==> config.mk <==
export PLATFORM = sky130hd
export DESIGN_NAME = hazard_scoreboard
export DESIGN_NICKNAME = d
export VERILOG_FILES = /design/src/rtl/hazard_scoreboard.sv
export SDC_FILE = /design/constraint.sdc
export NUM_CORES = 1
export LEC_CHECK = 0
export BUFFER_PORTS_ARGS = -buffer_cell sky130_fd_sc_hd__buf_2
export CORE_MARGIN = 2
export CORE_UTILIZATION = 55
export CTS_BUF_LIST = sky130_fd_sc_hd__clkbuf_8
export DETAILED_ROUTE_END_ITERATION = 10
export HOLD_SLACK_MARGIN = 0.15
export PLACE_DENSITY_LB_ADDON = 0.3
export SKIP_LAST_GASP = 1
export SLEW_MARGIN = 10
export SYNTH_ARGS = -nofsm -noshare
export SYNTH_HDL_FRONTEND = slang
export SYNTH_SLANG_ARGS = --single-unit
==> constraint.sdc <==
create_clock -name clk -period 4.67 [get_ports clk]
set_clock_uncertainty 0.05 [all_clocks]
set_input_delay 1.1675 -clock clk [delete_from_list [all_inputs] [get_ports clk]]
set_output_delay 1.1675 -clock clk [all_outputs]
set_load 0.01 [all_outputs]
==> src/rtl/hazard_scoreboard.sv <==
// Decode-stage hazard unit: per-register busy scoreboard for long-latency writes,
// plus load-use, WAW and capacity checks driving fetch/decode stall and flush controls.
module hazard_scoreboard #(
  parameter  int REG_BITS    = 5,
  parameter  int MAX_PENDING = 4,
  localparam int NREGS       = 2**REG_BITS,
  localparam int CNT_W       = $clog2(MAX_PENDING + 1)
) (
  input  logic                clk,
  input  logic                reset,
  input  logic                valid_D_in,
  input  logic [REG_BITS-1:0] rs1_D_in,
  input  logic [REG_BITS-1:0] rs2_D_in,
  input  logic [REG_BITS-1:0] rd_D_in,
  input  logic                use_rs1_D_in,
  input  logic                use_rs2_D_in,
  input  logic                reg_write_D_in,
  input  logic                long_D_in,
  input  logic                flush_in,
  input  logic [REG_BITS-1:0] rd_WB_in,
  input  logic                long_wb_in,
  output logic                stall_F_out,
  output logic                stall_D_out,
  output logic                flush_D_out,
  output logic                flush_E_out,
  output logic [NREGS-1:0]    busy_out,
  output logic [CNT_W-1:0]    pending_cnt_out,
  output logic                err_out
);

  logic [NREGS-1:0]    busy_q, busy_d;
  logic [CNT_W-1:0]    pending_cnt_q, pending_cnt_d;
  logic                e_valid_q, e_valid_d;
  logic [REG_BITS-1:0] e_rd_q, e_rd_d;
  logic                e_long_q, e_long_d;
  logic                err_q, err_d;

  logic [NREGS-1:0]    pend_vec;
  logic [NREGS-1:0]    set_vec;
  logic [NREGS-1:0]    clr_vec;
  logic                e_set;
  logic                wb_hit;
  logic                raw, waw, cap, hz;
  logic                stall;
  logic                issue;

  // The long op currently in EX is committed past the flush point; it becomes busy next edge.
  assign e_set = e_valid_q & e_long_q;

  for (genvar gi = 0; gi < NREGS; gi++) begin : g_reg
    if (gi == 0) begin : g_zero
      assign pend_vec[gi] = 1'b0;
      assign set_vec[gi]  = 1'b0;
      assign clr_vec[gi]  = 1'b0;
      assign busy_d[gi]   = 1'b0;
    end else begin : g_nz
      // pend covers the one-cycle gap before the EX producer shows up in busy
      assign pend_vec[gi] = busy_q[gi] | (e_set & (e_rd_q == REG_BITS'(gi)));
      assign set_vec[gi]  = e_set & (e_rd_q == REG_BITS'(gi));
      assign clr_vec[gi]  = long_wb_in & (rd_WB_in == REG_BITS'(gi)) & busy_q[gi];
      assign busy_d[gi]   = set_vec[gi] | (busy_q[gi] & ~clr_vec[gi]);
    end
  end

  assign wb_hit = |clr_vec;

  always_comb begin
    raw   = (use_rs1_D_in & pend_vec[rs1_D_in]) | (use_rs2_D_in & pend_vec[rs2_D_in]);
    waw   = reg_write_D_in & pend_vec[rd_D_in];
    cap   = long_D_in & ((int'(pending_cnt_q) + int'(e_set)) >= MAX_PENDING);
    hz    = valid_D_in & (raw | waw | cap);
    stall = hz & ~flush_in;
    issue = valid_D_in & ~stall & ~flush_in;
  end

  always_comb begin
    e_valid_d     = issue;
    e_rd_d        = rd_D_in;
    e_long_d      = long_D_in & reg_write_D_in & (rd_D_in != '0);
    pending_cnt_d = pending_cnt_q;
    // Set and clear on the same edge cancel: one producer retires, another takes its place.
    if (e_set && !wb_hit) begin
      if (pending_cnt_q != CNT_W'(MAX_PENDING)) pending_cnt_d = pending_cnt_q + CNT_W'(1);
    end else if (!e_set && wb_hit) begin
      if (pending_cnt_q != '0) pending_cnt_d = pending_cnt_q - CNT_W'(1);
    end
    err_d = err_q | (long_wb_in & ~wb_hit);
  end

  always_ff @(posedge clk or negedge reset) begin
    if (!reset) begin
      busy_q        <= '0;
      pending_cnt_q <= '0;
      e_valid_q     <= 1'b0;
      e_rd_q        <= '0;
      e_long_q      <= 1'b0;
      err_q         <= 1'b0;
    end else begin
      busy_q        <= busy_d;
      pending_cnt_q <= pending_cnt_d;
      e_valid_q     <= e_valid_d;
      e_rd_q        <= e_rd_d;
      e_long_q      <= e_long_d;
      err_q         <= err_d;
    end
  end

  // Outputs are gated by reset so they read zero the instant reset asserts.
  assign stall_F_out     = stall & reset;
  assign stall_D_out     = stall & reset;
  assign flush_D_out     = flush_in & reset;
  assign flush_E_out     = (flush_in | stall) & reset;
  assign busy_out        = busy_q;
  assign pending_cnt_out = pending_cnt_q;
  assign err_out         = err_q;

endmodule
Yosys cells after proc, flatten, opt, wreduce, memory -nomap -nowiden
Index checks and enable logic that the tools add are counted.
- register bits after elaboration: 42
- bits of input ports: 29
- output and inout bits: 40
- word-level logic and storage cells: 337
- add/subtract/negate cells: 3
- order comparisons: 4
- eq/ne operators: 64
- muxes and demuxes: 10
- bitwise operators: 240
- reductions and logical operators: 10
- operators with widths (cell ; number):
    equality test 5 bit, second input constant ; 32
    bitwise AND 1 bit ; 139
    equality test 5 x 4 -> 1 bit, second input constant ; 16
    bitwise OR 1 bit ; 67
    equality test 5 x 3 -> 1 bit, second input constant ; 8
    NOT 1 bit ; 34
    OR reduction 31 bit ; 1
    equality test 5 x 2 -> 1 bit, second input constant ; 4
    less-than comparator 5 x 6 -> 1 bit, second input constant ; 3
    binary-select mux 1 bit (select 5 bit) ; 3
    two-way mux 3 bit ; 4
    equality test 5 x 1 -> 1 bit, second input constant ; 2
    nonzero test 5 bit ; 1
    adder 3 x 1 -> 4 bit ; 1
    >= comparator 4 x 3 -> 1 bit, second input constant ; 1
    nonzero test 2 bit ; 2
    adder 3 x 1 -> 3 bit, second input constant ; 1
    two-way mux 1 bit ; 3
    inequality test 3 bit, second input constant ; 1
    AND reduction 3 bit ; 1
    nonzero test 3 bit ; 1
    subtractor 3 x 1 -> 3 bit, second input constant ; 1
    logical AND 1 bit ; 2
    logical NOT 1 bit ; 2
    inequality test 2 x 1 -> 1 bit, second input constant ; 1

Depth between registers and ports, before layout
Gate-level depths: netlist of the first run.
- word-level depth: 14
- depth in mapped cells: 10
- gate-level depth less buffers: 9

Least setup slack after synthesis of the first run
OpenSTA, ideal clock, no wires.
- path type: input-to-output
- start point: input port rd_D_in[1]
- end point: output port stall_F_out
- arrival: 3.000 ns
- data required time: 3.453 ns
- slack: 0.452 ns
- stages: 8
- buffers on the path: 3
- cell sequence: clkbuf_1 buf_1 mux2i_1 o221ai_1 a2111oi_2 nand2_1 a21oi_1 buf_4
- cells in the longest elaborated chain, start to end: 8
- ends and longest elaborated chain (item ; line ; source):
    from (decl) ; 14 ; input logic [REG_BITS-1:0] rd_D_in,
    binary-select mux 1 bit (select 5 bit) ; 69 ; waw = reg_write_D_in & pend_vec[rd_D_in];
    two-way mux 1 bit (not written as such) ; 69 ;
    bitwise AND 1 bit ; 69 ;
    bitwise OR 1 bit (2 in series) ; 71 ; hz = valid_D_in & (raw | waw | cap);
    bitwise AND 1 bit ; 71 ;
    bitwise AND 1 bit ; 72 ; stall = hz & ~flush_in;
    bitwise AND 1 bit ; - ;
    to (decl) ; 22 ; output logic stall_F_out,
Every way passes these cells. The select of a mux whose other input is x is not followed.

Worst setup path in the final report of the first run
- start point: register e_rd_q[0]
- end point: output port stall_F_out
- cells in the longest elaborated chain, start to end: 12
- elaborated cells on any way between the ends: 108
- classes of those cells: 31 x eq/ne; 6 x mux; 71 x bitwise
- ends and longest elaborated chain (item ; line ; source):
    from (decl) ; 34 ; logic [REG_BITS-1:0] e_rd_q, e_rd_d;
    from (signal assigned) ; 102 ; e_rd_q <= e_rd_d;
    equality test 5 x 1 -> 1 bit (tied with other cells) ; 58 ; assign pend_vec[gi] = busy_q[gi] | (e_set & (e_rd_q == REG_BITS'(gi)));
    bitwise AND 1 bit ; 58 ;
    bitwise OR 1 bit ; 58 ;
    binary-select mux 1 bit (select 5 bit) ; 68 ; raw = (use_rs1_D_in & pend_vec[rs1_D_in]) | (use_rs2_D_in & pend_vec[rs2_D_in]);
    two-way mux 1 bit (not written as such) ; 68 ;
    bitwise AND 1 bit ; 68 ;
    bitwise OR 1 bit ; 68 ;
    bitwise OR 1 bit (*) (2 in series) ; 71 ;
    bitwise AND 1 bit (*) ; 71 ;
    bitwise AND 1 bit (*) ; 72 ;
    bitwise AND 1 bit (*) ; 109 ; assign stall_F_out = stall & reset;
Every way passes the cells marked *; elsewhere a longest branch is shown, timed or not. The select of a mux whose other input is x is not followed.

==> metrics.md, run 1 <==
| Metric | Value |
|---|---|
| Total power | `1.47 mW` |
| RSZ-0062 raised after global routing | `no` |
| Part of the power in registers | `42.1%` |
| Die height | `84.8 microns` |
| Rel. slew slack | `47.6%` |
| Worst path slowest cell | `dfrtp_1` |
| Highest clock rate | `228 MHz` |
| Max stage delay on crit path | `0.67 ns` |
| DR WL/cell | `24.6 microns` |
| N_diodes | `0` |
| Final TNS setup | `0 ns` |
| Switching share of power | `42.3%` |
| Num rows | `29` |
| Reg2reg start | `e_rd_q[0]` |
| WHS | `0.421 ns` |
| Detail Route Antenna Nets | `0` |
| EDFF count, synth | `0` |
| DR iter-0 viols | `667` |
| Grt total ovfl | `0` |
| CTS Hold Bufs | `0` |
| Max-slew violations | `0` |
| # setup viols final | `0` |
| CTS tree | `built` |
| Critical Path AT | `3.17 ns` |
| Port bufs | `67` |
| P&R area growth vs syn | `11.8%` |
| Hold_sp | `err_out` |
| Gate Count Post-Synth | `415` |
| Mapped Area | `around 3600 sq um` |
| Clock buffer count from CTS | `5` |
| Internal power | `850 uW` |
| Vias in the first global route | `3754` |
| Core ar. | `6350 sq um` |
| # IOs | `69` |
| CP startpoint kind | `flip-flop` |
| Largest net degree at the start of global routing | `25` |
| Maximum fanout along the worst path | `13` |
| Die area | `7190 sq um` |
| # placed instances | `between 500 and 600` |
| Dpl hpwl | `9.85 mm` |
| Logic pwr share | `37.0%` |
| CP Capture Type | `output port` |
| First-pass GRT wire length | `20.8 mm` |
| Cts repair resizes | `0` |
| Peak supply drop | `0.292 mV` |
| Vias | `3928` |
| Max Cap Viol | `0` |
| Clock power share | `20.9%` |
| Outcome | `completed` |
| Req. time, crit path | `roughly 3.5 ns` |
| Clock Latency Late Sink | `0.31 ns` |
| Main synth FF type | `dfrtp_1` |
| Post-route DRC | `0` |
| Critical path class | `reg2out` |
| Worst setup startpoint | `e_rd_q[0]` |
| Non-Filler Instances | `542` |
| Mean Syn Cell Area | `8.66 sq um` |
| Synth async-reset ratio | `100%` |
| Layout cell share with drive strength beyond 1 | `21.9%` |
| H-tree Lvls | `2` |
| Pwr dens | `~370 nW/um^2` |
| Initial Util | `56.6%` |
| Final min period | `around 4.4 ns` |
| CTS sink cnt | `between 40 and 50` |
| Die W | `about 85 microns` |
| Layout net count | `494` |
| Worst slew pin tran | `roughly 0.8 ns` |
| Setup repair bufs after CTS | `0` |
| Sequential cell area fraction in the yosys report | `29.3%` |
| Synth warn | `0` |
| Net Sw Power | `623 uW` |
| Period utilization | `between 90% and 100%` |
| Drt first pass iters | `6` |
| Bufs on Longest Clock Path | `2` |
| Pleak | `around 1.7 nW` |
| Initial antenna violation count | `0` |
| Synth unique cells | `72` |
| Final hold violations | `0` |
| RePlAce Congestion | `around 1.1` |
| FF+latch count, synth | `42` |
| Cell Chain, Critical Path | `and2_1 > a31oi_1 > mux4_2 > nor3b_1 > a2111oi_2 > nand2_1 > a21oi_1 > buf_2` |
| Drt via density | `7.25` |
| Mapped Nets | `445` |
| Drt total wl | `approximately 13 mm` |
| Root buf cell | `clkbuf_8` |
| Clk slew on worst S/H paths | `0.09 ns` |
| Hold crit path type | `reg2reg` |
| GRT Resource Usage Total | `37.6%` |
==> final timing paths <==
kind	to	slack, ns	depth (start not counted)
setup / recovery	stall_F_out	0.29	8
hold / removal	err_out	0.42	1
setup reg to reg	e_valid_q	1.79	7
hold reg to reg	err_out	0.42	1
max in group asynchronous	busy_out[7]	3.09	2
min in group asynchronous	e_rd_q[4]	0.77	1
==> sequential cells by signal, summed over array words and instances (netlist names) <==
signal,cells
pending_cnt_out,3
e_long_q,1
e_valid_q,1
err_out,1
e_rd_q,5
busy_out,31
==> logic make-up after synthesis <==
family	after synthesis	share of synthesized area (%)
adder cells (fa/ha/maj)	1	0.557
multiplexers	34	13.3
AO/OA/AOI/OAI	165	29.6
AND/OR/NAND/NOR	120	19.3
flip-flops	42	29.3
XOR/XNOR	6	1.46
other	1	0.104
buffers and inverters	46	6.44
==> final cells by class <==
cell class / instances / area [sq um]
fill: 556 / 2330
multi-input combinational: 327 / 2310
sequential: 42 / 1050
timing repair buffer: 74 / 388
tap: 77 / 96.3
clock buffer: 5 / 68.8
inverter: 14 / 52.6
clock inverter: 3 / 48.8
==> metal layers <==
layer / track usage, % / wire [microns] / vias up
met5: 0 / 0 / -
met1: 51.9 / 5100 / 1837
met4: 18.3 / 748 / 0
li1: - / - / 1713
met3: 7.88 / 1680 / 49
met2: 56.7 / 5790 / 329
==> synth_stat cells, types with 2 or more instances <==
library cell | instances | area (sq um)
clkbuf_1 | 7 | 26.3
nand2b_1 | 5 | 31.3
o311ai_0 | 4 | 35.0
and3_1 | 4 | 25.0
nand3_1 | 12 | 60.1
o22ai_1 | 2 | 12.5
inv_1 | 14 | 52.6
nor2_1 | 10 | 37.5
o221ai_1 | 2 | 17.5
and2_1 | 5 | 31.3
mux4_2 | 11 | 248
a311o_1 | 2 | 20.0
nor2_2 | 2 | 12.5
buf_1 | 3 | 11.3
dfrtp_1 | 42 | 1050
nand4_1 | 3 | 18.8
o31a_1 | 3 | 26.3
nor4_1 | 5 | 31.3
buf_6 | 3 | 33.8
a211oi_1 | 6 | 45.0
a222oi_1 | 2 | 20.0
a22oi_1 | 5 | 37.5
buf_4 | 5 | 37.5
and2b_1 | 2 | 15.0
nor2b_1 | 7 | 43.8
and4b_1 | 3 | 30.0
buf_2 | 14 | 70.1
o21ai_0 | 71 | 355
nand2_1 | 32 | 120
a21o_1 | 2 | 15.0
a21oi_1 | 15 | 75.1
mux2i_1 | 23 | 230
a22o_1 | 2 | 17.5
nor3_1 | 7 | 35.0
a31oi_1 | 26 | 163
a311oi_1 | 5 | 43.8
nand3b_1 | 5 | 37.5
nor3b_1 | 4 | 30.0
xor2_1 | 5 | 43.8
and4bb_1 | 2 | 25.0
o311a_1 | 2 | 20.0
==> through the flow <==
stage	utilization, %	cell area, sq um	setup WS [ns]
CTS	63.2	4020	0.317
detailed placement	61.4	3900	0.406
finish	63.2	4020	0.287
global placement	61.4	3900	0.456
floorplan	-	3590	0.452
global route	63.2	4020	0.0747
==> power groups by stage <==
stage / clock, mW / sequential (mW) / combinational (mW)
finish: 0.308 / 0.620 / 0.545
global route: 0.324 / 0.622 / 0.599
CTS: 0.311 / 0.604 / 0.541
detailed placement: 0 / 0.610 / 0.537
global placement: 0 / 0.610 / 0.528
floorplan: 0 / 0.565 / 0.327
==> cells in the final DEF, fill, tap and decap left out, drive strengths merged, types with 6 or more instances in the layout <==
cell type,instances
nor2b,8
mux2i,23
a31oi,26
nor2,12
nand2,32
a211oi,6
nor3,7
inv,15
mux4,11
a21oi,15
nand3,12
dfrtp,42
buf,74
o21ai,72
==> critical path, delay by kind of cell, from the launching register on <==
kind | cells | cell delay, ns
buf+inv | 1 | 0.16
mux | 1 | 0.49
flops | 1 | 0.67
simple gates | 3 | 0.69
compound gates | 3 | 0.85
Power figures use the tool's default switching activity.
==> run 2, diff against run 1 <==
--- a/config.mk
+++ b/config.mk
@@ -6,11 +6,12 @@
 export NUM_CORES = 1
 export LEC_CHECK = 0
 export BUFFER_PORTS_ARGS = -buffer_cell sky130_fd_sc_hd__buf_2
+export CORE_ASPECT_RATIO = 0.9
 export CORE_MARGIN = 2
 export CORE_UTILIZATION = 55
-export CTS_BUF_LIST = sky130_fd_sc_hd__clkbuf_8
 export DETAILED_ROUTE_END_ITERATION = 10
 export HOLD_SLACK_MARGIN = 0.15
+export MAX_ROUTING_LAYER = met4
 export PLACE_DENSITY_LB_ADDON = 0.3
 export SKIP_LAST_GASP = 1
 export SLEW_MARGIN = 10
==> run 2 against run 1 <==
Against the previous run: fmax shrank 3.5%; combinational power about the same; worst setup slack worse by 0.16 ns; count of clock-buffer cells in the layout up 1; wire length fell by 3.4%; flip-flop and latch count did not move; first-iteration DRC count shrank 27%; critical path type unchanged; highest routed layer unchanged; largest power group unchanged.
==> metrics.md, run 2 (synthesis results as in run 1) <==
| Metric | Value |
|---|---|
| Maximum fanout along the worst path | `13 (unchanged)` |
| Most common cell after layout, fill and taps aside | `o21ai_0` |
| Max reg flops | `31 (unchanged)` |
| Bufs on Longest Clock Path | `2 (unchanged)` |
| Final TNS setup | `0 ns (unchanged)` |
| Clock buffer count from CTS | `5 (unchanged)` |
| Core ar. | `6220 sq um (-2.1%)` |
| Drt first pass iters | `6 (unchanged)` |
| Detail Route Antenna Nets | `0 (unchanged)` |
| H-tree Lvls | `2 (unchanged)` |
| Initial Util | `57.8% (+1.2 points)` |
| FF-to-FF End | `e_valid_q` |
| Req. time, crit path | `3.45 ns (about the same)` |
| Multi-input logic area | `2310 sq um (+0.11%)` |
| Dpl hpwl | `9.71 mm (-1.4%)` |
| Initial antenna violation count | `0 (unchanged)` |
| First-pass GRT wire length | `19.8 mm (-4.8%)` |
| Worst slew pin tran | `0.692 ns (-0.0948 ns)` |
| Largest net degree at the start of global routing | `26 (+4.0%)` |
| Num rows | `27 (-6.9%)` |
| DR iter-0 viols | `486 (-27%)` |
| DR WL/cell | `23.2 microns (-5.4%)` |
| GR Util met3 | `10.9% (+3.0 points)` |
| Period utilization | `97.2% (+3.4 points)` |
| Layout net count | `495 (+0.20%)` |
| RePlAce Congestion | `1.04 (-3.3%)` |
| Layout cell share with drive strength beyond 1 | `22.1% (+0.17 points)` |
| Drt via density | `7.07 (-2.5%)` |
| Hold_sp | `err_out` |
| Critical path class | `reg2out` |
| Final min period | `4.54 ns (+0.158 ns)` |
| Post-route DRC | `0 (unchanged)` |
| Vias | `3907 (-0.53%)` |
| Met2 capacity usage during global routing | `54.5% (-2.2 points)` |
| Most Crowded Layer GR | `met2` |
| Most frequent cells in the layout | `o21ai_0, buf_2, dfrtp_1` |
| Drt total wl | `12.9 mm (-3.4%)` |
| Rel. slew slack | `53.9% (+6.3 points)` |
| Final hold violations | `0 (unchanged)` |
| Hold crit path type | `reg2reg` |
| CP Capture Type | `output port` |
| # IOs | `69 (unchanged)` |
| Hold EP | `err_out` |
| CP startpoint kind | `flip-flop` |
| Die height | `80.7 microns (-4.9%)` |
| Highest clock rate | `220 MHz (-3.5%)` |
| CTS sink cnt | `42 (unchanged)` |
| Peak supply drop | `0.249 mV (-15%)` |
| Setup repair bufs after CTS | `0 (unchanged)` |
| Outcome | `completed` |
| FF-to-FF path depth | `7 (unchanged)` |
| Met1 usage in global routing | `52.2% (+0.29 points)` |
| Die area | `7190 sq um (about the same)` |
| Register area | `1050 sq um (unchanged)` |
| # setup viols final | `0 (unchanged)` |
| Total power | `1.44 mW (-2.0%)` |
| Pleak | `1.66 nW (+0.11%)` |
| Die W | `89.2 microns (+5.2%)` |
| Dpl cell area | `3920 sq um (+0.51%)` |
| CTS tree | `built` |
| Pwr dens | `358 nW/um^2 (-2.4%)` |
| R2R Setup Slk | `1.65 ns (-0.14 ns)` |
| Vias in the first global route | `3546 (-5.5%)` |
| Grt total ovfl | `0 (unchanged)` |
| WHS Path Cells | `1 (unchanged)` |
| Reg2reg start | `e_rd_q[3]` |
| Critical Path AT | `3.32 ns (+0.15 ns)` |
| P&R area growth vs syn | `12.2%` |
| N_diodes | `0 (unchanged)` |
| Clk slew on worst S/H paths | `0.09 ns (about the same)` |
| Max-slew violations | `0 (unchanged)` |
| Max Cap Viol | `0 (unchanged)` |
| Root buf cell | `clkbuf_8` |
| Port bufs | `67 (unchanged)` |
| Final instance area | `4030 sq um (+0.37%)` |
| Clock Latency Late Sink | `0.30 ns (about the same)` |
| GRT Resource Usage Total | `38.1% (+0.44 points)` |
| # fillers | `577 (+3.8%)` |
| RSZ-0062 raised after global routing | `no` |
run 2: area by class of cell:
| class | count | area share [%] |
|---|---|---|
| inverter | 14 | 1.30 |
| sequential | 42 | 26.1 |
| multi-input combinational | 327 | 57.4 |
| tap | 87 | 2.70 |
| timing repair buffer | 75 | 9.81 |
| clock buffer | 6 | 1.80 |
| clock inverter | 2 | 0.931 |
run 2: routing by layer:
layer  wire, microns  up-vias
li1                -     1718
met1            5050     1817
met2            5480      328
met3            1900       44
met4             425        0
met5               0        -
run 2: what timing repair did:
action                     CTS  global route
resized for setup            0             1
hold buffers                 0             0
setup endpoints to repair    0             3
run 2: worst max path at each step:
| stage | from | endpoint | slack [ns] | cells past startpoint |
|---|---|---|---|---|
| floorplan | rd_D_in[1] | stall_F_out | 0.45 | 8 |
| global placement | rs1_D_in[1] | stall_D_out | 0.49 | 8 |
| detailed placement | rd_D_in[1] | stall_F_out | 0.41 | 8 |
| CTS | e_rd_q[3] | stall_F_out | 0.26 | 8 |
| global route | e_rd_q[3] | stall_D_out | 0.006 | 8 |
| finish | e_rd_q[3] | stall_F_out | 0.13 | 8 |
run 2: critical path: stages, from the launching register on:
cell and delay, ns:
dfrtp_1 0.62, nor2b_1 0.60, a31oi_1 0.27, mux4_2 0.50
nor3b_1 0.16, a2111oi_2 0.39, nand2_1 0.11, a21oi_1 0.21
buf_2 0.17
run 2: per-stage QoR:
step | util, % | setup WS, ns | hold slack (ns) | instances
global route | 64.8 | 0.00568 | 0.452 | 553
CTS | 64.8 | 0.265 | 0.416 | 553
floorplan | - | 0.452 | 0.443 | 415
detailed placement | 63.0 | 0.413 | 0.397 | 545
global placement | 63.0 | 0.486 | 0.383 | 545
finish | 64.8 | 0.129 | 0.418 | 553
run 2: power breakdown:
part           internal [mW]  switching, mW  leakage, nW
registers              0.440          0.164        0.496
clock network          0.160          0.137       0.0514
logic                  0.247          0.296         1.11
total                  0.848          0.596         1.66
